===== src/rtl/stopwatch_time_core.sv =====
// rtl/stopwatch_time_core.sv - mm:ss timekeeping core with run, pause and per-field adjust
module stopwatch_time_core #(
    parameter int MAX_MIN = 59
) (
    input  logic       onehz_clk,
    input  logic       rst,
    input  logic       run,
    input  logic       adj,
    input  logic       sel,
    output logic [3:0] sec_ones,
    output logic [3:0] sec_tens,
    output logic [3:0] min_ones,
    output logic [3:0] min_tens,
    output logic [5:0] seconds,
    output logic [6:0] minutes,
    output logic       running,
    output logic       adjusting,
    output logic       wrap
);

    typedef enum logic [1:0] {IDLE, RUN, PAUSE, ADJ} state_t;

    state_t     state, state_nxt;
    logic       sec_max, min_max;
    logic [7:0] sec_inc, min_inc;
    logic [3:0] so_n, st_n, mo_n, mt_n;
    logic       wrap_n;

    // Binary views built from shifts so no divider or multiplier is inferred.
    assign seconds = ({2'b00, sec_tens} << 3) + ({2'b00, sec_tens} << 1) + {2'b00, sec_ones};
    assign minutes = ({3'b000, min_tens} << 3) + ({3'b000, min_tens} << 1) + {3'b000, min_ones};

    assign sec_max = (sec_tens == 4'd5) && (sec_ones == 4'd9);
    assign min_max = (minutes == 7'(MAX_MIN));

    always_comb begin
        state_nxt = state;
        if (adj)
            state_nxt = ADJ;
        else if (run)
            state_nxt = RUN;
        else if (state != IDLE)
            state_nxt = PAUSE;
    end

    // Field increments wrap locally; the RUN path adds the carry chain itself.
    always_comb begin
        sec_inc = {sec_tens, sec_ones + 4'd1};
        if (sec_max)
            sec_inc = 8'h00;
        else if (sec_ones == 4'd9)
            sec_inc = {sec_tens + 4'd1, 4'd0};
    end

    always_comb begin
        min_inc = {min_tens, min_ones + 4'd1};
        if (min_max)
            min_inc = 8'h00;
        else if (min_ones == 4'd9)
            min_inc = {min_tens + 4'd1, 4'd0};
    end

    always_comb begin
        so_n   = sec_ones;
        st_n   = sec_tens;
        mo_n   = min_ones;
        mt_n   = min_tens;
        wrap_n = 1'b0;
        if (state == RUN && state_nxt == RUN) begin
            if (sec_max) begin
                so_n         = 4'd0;
                st_n         = 4'd0;
                {mt_n, mo_n} = min_inc;
                wrap_n       = min_max;
            end else begin
                {st_n, so_n} = sec_inc;
            end
        end else if (state == ADJ && adj) begin
            if (sel)
                {mt_n, mo_n} = min_inc;
            else
                {st_n, so_n} = sec_inc;
        end
    end

    always_ff @(posedge onehz_clk or posedge rst) begin
        if (rst) begin
            state     <= IDLE;
            sec_ones  <= 4'd0;
            sec_tens  <= 4'd0;
            min_ones  <= 4'd0;
            min_tens  <= 4'd0;
            running   <= 1'b0;
            adjusting <= 1'b0;
            wrap      <= 1'b0;
        end else begin
            state     <= state_nxt;
            sec_ones  <= so_n;
            sec_tens  <= st_n;
            min_ones  <= mo_n;
            min_tens  <= mt_n;
            running   <= (state_nxt == RUN);
            adjusting <= (state_nxt == ADJ);
            wrap      <= wrap_n;
        end
    end

endmodule


===== config.mk =====
export PLATFORM = sky130hd
export DESIGN_NAME = stopwatch_time_core
export DESIGN_NICKNAME = d
export VERILOG_FILES = /design/src/rtl/stopwatch_time_core.sv
export SDC_FILE = /design/constraint.sdc
export NUM_CORES = 1
export LEC_CHECK = 0
export CORE_MARGIN = 10
export CORE_UTILIZATION = 40
export CTS_CLUSTER_DIAMETER = 200
export CTS_CLUSTER_SIZE = 20
export DETAILED_ROUTE_END_ITERATION = 12
export GPL_TIMING_DRIVEN = 0
export PLACE_DENSITY = 0.75
export RECOVER_POWER = 100
export SYNTH_ARGS = -nofsm -noshare
export SYNTH_HDL_FRONTEND = slang
export SYNTH_SLANG_ARGS = --single-unit

===== constraint.sdc =====
create_clock -name onehz_clk -period 3.73 [get_ports onehz_clk]
set_input_delay 0.5595 -clock onehz_clk [delete_from_list [all_inputs] [get_ports onehz_clk]]
set_output_delay 0.5595 -clock onehz_clk [all_outputs]
set_load 0.02 [all_outputs]

# Word-level counts from Yosys, hierarchy flattened
# Index checks and enable logic that the tools add are counted.
word_totals:
  regBits: 21
  latchBits: 0
  mem_bits_rw: 0
  rom_bits: 0
  mem_count: 0
op_classes:
  n_addsub: 8
  multipliers: 0
  div: 0
  order_cmp: 0
  eq_ne: 10
  n_shift: 0
  mux: 25
  n_bitwise: 0
  reduce_logical: 8
ops:
  columns: ["operator", "n"]
  rows:
  - ["2-to-1 mux 4 bit", 16]
  - ["2-to-1 mux 8 bit", 4]
  - ["adder 4 x 1 -> 4 bit (second input constant)", 4]
  - ["equality test 4 bit (second input constant)", 2]
  - ["adder 7 x 4 -> 7 bit", 1]
  - ["adder 7 x 5 -> 7 bit", 1]
  - ["equality test 7 x 6 -> 1 bit (second input constant)", 1]
  - ["adder 6 x 4 -> 6 bit", 1]
  - ["adder 6 x 5 -> 6 bit", 1]
  - ["2-to-1 mux 2 bit", 3]
  - ["nonzero test 2 bit", 3]
  - ["equality test 2 x 1 -> 1 bit (second input constant)", 2]
  - ["equality test 2 bit (second input constant)", 2]
  - ["equality test 4 x 3 -> 1 bit (second input constant)", 1]
  - ["logical AND 1 bit", 3]
  - ["AND reduction 3 bit", 1]
  - ["2-to-1 mux 1 bit", 2]
  - ["!= test 2 x 1 -> 1 bit (second input constant)", 1]
  - ["!= test 2 bit (second input constant)", 1]
  - ["AND reduction 2 bit", 1]

# Logic depth before layout (Yosys ltp)
# Gate-level depths: netlist of the first run.
logic_depth:
  depth_word: 8
  ltp_mapped: 9
  ltp_nobuf: 9

# Worst setup path after synthesis of the first run
# Ideal clock, no wire load.
synth_timing:
  path_type: "register to register"
  from: "reg min_tens[0]"
  to: "reg min_tens[1]"
  setup_ns: 0.121
  t_arrival_ns: 2.883
  required_ns: 3.609
  setup_slack_ns: 0.726
  path_stages_with_launch: 10
  path_buffers: 0
  synth_period_minus_slack_ns: 3.004
  cell_sequence: "dfrtp_1 > inv_1 > fa_1 > inv_1 > fa_1 > xor2_1 > o211ai_1 > a211oi_4 > nor2_2 > a32o_2"
synth_between:
  elab_chain_len: 7
  word_cells_on_any_way: 10
  cone_classes: "3 x add/sub; 1 x eq/ne; 6 x mux"
synth_rtl:
  columns: ["item", "line_no", "source"]
  rows:
  - ["start, declared", "13", "output logic [3:0] min_tens,"]
  - ["start signal, assigned", "101", "min_tens <= mt_n;"]
  - ["adder 7 x 5 -> 7 bit (*)", "31", "assign minutes = ({3'b000, min_tens} << 3) + ({3'b000, min_tens} << 1) + {3'b000, min_ones};"]
  - ["adder 7 x 4 -> 7 bit (*)", "31", null]
  - ["named net minutes[4]", "15", "output logic [6:0] minutes,"]
  - ["equality test 7 x 6 -> 1 bit (*)", "34", "assign min_max = (minutes == 7'(MAX_MIN));"]
  - ["2-to-1 mux 8 bit (*)", "57", "if (min_max)"]
  - ["2-to-1 mux 4 bit", "79", "if (sel)"]
  - ["2-to-1 mux 4 bit", "78", "end else if (state == ADJ && adj) begin"]
  - ["2-to-1 mux 4 bit (*)", "69", "if (state == RUN && state_nxt == RUN) begin"]
# Mark *: on every way through the listed nets, which the timed path passes. The rest lies on a longest branch. The select of a mux whose other input is x is not followed.
# A chain may end at the register's enable or synchronous reset.

# Worst setup path in the final report of the first run
layout_timing:
  from: "reg min_tens[0]"
  to: "out minutes[5]"
layout_between:
  elab_chain_len: 2
layout_rtl:
  columns: ["item", "line_no"]
  rows:
  - ["adder 7 x 5 -> 7 bit", "31"]
  - ["adder 7 x 4 -> 7 bit", "31"]
  - ["end, declared", "15"]
# No other way between the ends.

==> results of run 1 <==
==> stage by stage <==
step           instances  instance area (um2)
3_5_place_dp         231                 1940
2_1_floorplan        147                 1520
5_1_grt              235                 1960
3_3_place_gp         231                 1940
6_report             235                 1960
4_1_cts              235                 1990
==> routing by layer <==
metal,vias to the layer above,track usage [%]
met3,6,4.15
met5,-,0
li1,612,-
met4,0,2.04
met1,630,12.0
met2,34,21.2
==> cell usage after synthesis (2+ instances only) <==
cell	n
dfrtp_1	21
ha_1	20
inv_1	11
o21ai_1	10
nand2_1	6
nor2_1	5
a21o_1	4
a21oi_1	4
a22o_1	4
and3_1	4
fa_1	4
o21ai_0	4
and2_1	3
nor3_1	3
xor2_1	3
and4_1	2
buf_4	2
clkbuf_1	2
nand3_1	2
nor2b_1	2
nor3b_2	2
o31ai_1	2
or3_1	2
or4_1	2
==> worst max-delay path by stage <==
stage | slack [ps] | depth (start not counted) | endpoint
floorplan | 730 | 9 | min_tens[1]
global placement | 340 | 8 | minutes[6]
detailed placement | 320 | 8 | minutes[6]
CTS | 10 | 8 | minutes[6]
global route | 50 | 8 | minutes[5]
finish | 250 | 8 | minutes[5]
==> power by group through the flow <==
| stage | combinational, uW | sequential [uW] | clock [uW] |
|---|---|---|---|
| global placement | 821 | 381 | 0 |
| finish | 782 | 379 | 150 |
| global route | 863 | 395 | 163 |
| detailed placement | 857 | 386 | 0 |
| CTS | 863 | 383 | 154 |
| floorplan | 436 | 432 | 0 |
==> flip-flops by register name (all words and copies together), names as in the netlist <==
signal     count
min_ones       4
min_tens       4
sec_ones       4
sec_tens       4
state          2
adjusting      1
running        1
wrap           1
==> layout make-up <==
class	instances	area share [%]
Buffer	4	1.15
Clock buffer	3	2.10
Timing Repair Buffer	36	18.0
Inverter	11	2.10
Tap cell	48	3.06
Sequential cell	21	26.8
Clock inverter	1	0.255
Multi-Input combinational cell	111	46.5
==> worst reg2reg max path: stages (launching register included) <==
cell and delay, ps:
dfrtp_1 440, inv_1 100, fa_1 520, inv_1 70, fa_1 440, and3_1 230
or3_1 410, a211oi_4 410, nor2_1 190, a32o_2 300
==> repair_timing <==
item | 4_1_cts | 5_1_grt
gates resized for setup | 0 | 1
endpoints found under the setup margin | 0 | 1
hold buffers | 0 | 0
==> cell usage in the layout (no fill, tap or decap), drive strengths merged, types with 2 or more instances in the layout <==
cell,instances
nor2,6
inv,11
nand2,7
nor3,3
clkdlybuf4s50,3
nor2b,2
xor2,3
a22o,4
o31ai,2
ha,20
a211oi,2
buf,2
and3,5
nor3b,3
nand3,2
dfrtp,21
a21o,4
and4,2
a21oi,4
and2,3
or3,3
clkbuf,6
o21ai,14
dlygate4sd3,32
or4,2
fa,4
==> cell families after synthesis <==
kind of cell             Yosys count  synth area share (%)
multiplexers                       1                 0.740
AO/OA/AOI/OAI                     38                  18.2
XOR/XNOR                           4                  2.30
flip-flops                        21                  34.5
buffers and inverters             15                  4.19
adder cells (fa/ha/maj)           24                  21.7
AND/OR/NAND/NOR                   44                  18.3
==> flow_metrics.py, run 1 <==
metrics = {
    "run_status": {
        "status": "finished, final reports clean",
    },
    "floorplan": {
        "dieArea_um2": 6670,
        "start_util_pct": 41.6,
        "die_h_um": 81.7,
        "ios": 37,
        "rows": 22,
        "core_area_um2": 3660,
        "fp.dieW_um": 81.7,
    },
    "critical_path": {
        "crit_required_ps": 3170,
        "slowest_delay_ps": 540,
        "cp_cell_sequence": "inv_1 > fa_1 > inv_1 > ha_1 > a211oi_1 > o21ba_2 > nor2_1 > clkdlybuf4s50_1",
        "crit_fanout": 6,
        "critPathLaunchType": "flip-flop",
        "crit_family": "adder cells",
        "cp_slowest_cell": "clkdlybuf4s50_1",
        "reg2reg_to": "min_tens[1]",
        "critPathMostFrequentCell": "inv_1",
        "critPathCaptureType": "output pin",
        "crit_type": "reg -> out",
        "ff2ff_setup_slack_ps": 520,
        "rr_startpoint": "min_tens[0]",
        "critPathLaunch": "min_tens[0]",
        "cp.buffers_inverters": 3,
        "arrival_ps": 2920,
        "reg2regPathDepth": 9,
    },
    "routing": {
        "drc": 0,
        "first_pass_iters": 4,
        "drtIter0Drc": 64,
        "wl_met3_um": 323,
        "ant_nets": 0,
        "m1WireLength_mm": 1.38,
        "avgRoutedWirePerCell_um": 15.7,
        "avgViaCountPerCell": 5.46,
        "highest-signal-layer": "met4",
        "vias": 1282,
        "wl_met2_mm": 1.95,
        "wl_mm": 3.69,
    },
    "cts": {
        "clock_latency_ps": 260,
        "clk_path_buf_depth": 2,
        "cts_buffers": 3,
        "cts_tree": "done",
        "post_cts_buffers": 0,
        "cts.clk_slew.worst_paths_ps": 80,
        "htreeDepth": 1,
        "cts_root_buffer": "clkbuf_8",
        "cts.sinks": 21,
    },
    "timing": {
        "timing.final.ws_setup_ps": 251,
        "slew_violations": 0,
        "rsz0062_at_grt": "false",
        "finClkSkew_ps": 2.20,
        "fmax_ghz": 0.287,
        "max-slew-margin-rel_pct": 44.3,
        "whs_ps": 542,
        "tightest_slew_ps": 834,
        "finalCriticalPeriod_ps": 3480,
        "setup_viol": 0,
        "fin_tns_setup_ps": 0,
        "period_share_pct": 93.3,
        "finalHoldViolCount": 0,
    },
    "synth": {
        "synth_cells": 147,
        "ys_seq_area_share_pct": 34.5,
        "synth_edf_count": 0,
        "synthFlopType": "dfrtp_1",
        "async_flop_share_pct": 100,
        "synth_top_area_share_pct": 34.5,
        "ys_seq_elements": 21,
        "synth_area_um2": 1520,
        "synth.distinct_cells": 47,
        "synth_area_per_cell_um2": 10.4,
        "synth.area.top_cells": "dfrtp_1 (35%), ha_1 (16%), fa_1 (5.3%), o21ai_1 (3.3%), inv_1 (2.7%)",
        "yosys.area.top_type": "dfrtp_1",
        "ys_warn_count": 0,
        "synth_fp_nets": 176,
    },
    "pwr": {
        "total_power_uw": 1310,
        "power_leakage_uw": 0.00101,
        "power_density_nw_per_um2": 668,
        "clkPwrFrac_pct": 11.5,
        "switchingPower_uw": 603,
        "worst_ir_drop_vdd_uv": 395,
        "internal_power_uw": 708,
        "combPwrFrac_pct": 59.6,
        "seqPwrFrac_pct": 28.9,
        "p_sw_share_pct": 46.0,
    },
    "place": {
        "portBuffers": 36,
        "place_ws_ps": 320,
        "finalWeightedCongestion": 0.881,
        "hpwl_mm": 2.95,
    },
    "finish": {
        "n_fill_cell": 324,
        "area_delta_synth_final_pct": 28.9,
        "diodes": 0,
        "multi_input_area_um2": 912,
        "seq_area_um2": 526,
        "drive_above_1_share_pct": 6.42,
        "nNetsFinal": 217,
        "final_util_pct": 53.6,
    },
    "global_route": {
        "grt_max_degree": 22,
        "grtUsageTotal_pct": 11.3,
        "grt_pass1_vias": 1364,
        "antenna_found_initial": 0,
        "grt.overflow.total": 0,
        "grt_pass1_wl_mm": 6.25,
    },
    "flow_run": {
        "cap_viol_max_count": 0,
    },
    "worst_hold_path": {
        "min_path_type": "reg -> reg",
        "hold_start": "min_ones[3]",
        "hold_end": "min_ones[3]",
        "holdPathStages": 1,
    },
}
No activity file was read; power rests on OpenSTA's default activity.
==> run 2: changes to the inputs <==
--- a/config.mk
+++ b/config.mk
@@ -7,12 +7,12 @@
 export LEC_CHECK = 0
 export CORE_MARGIN = 10
 export CORE_UTILIZATION = 40
-export CTS_CLUSTER_DIAMETER = 200
 export CTS_CLUSTER_SIZE = 20
 export DETAILED_ROUTE_END_ITERATION = 12
 export GPL_TIMING_DRIVEN = 0
 export PLACE_DENSITY = 0.75
 export RECOVER_POWER = 100
+export SKIP_CTS_REPAIR_TIMING = 1
 export SYNTH_ARGS = -nofsm -noshare
 export SYNTH_HDL_FRONTEND = slang
 export SYNTH_SLANG_ARGS = --single-unit
==> results of run 2 <==
No change in the layout: final DEF, timing and power equal those of run 1.
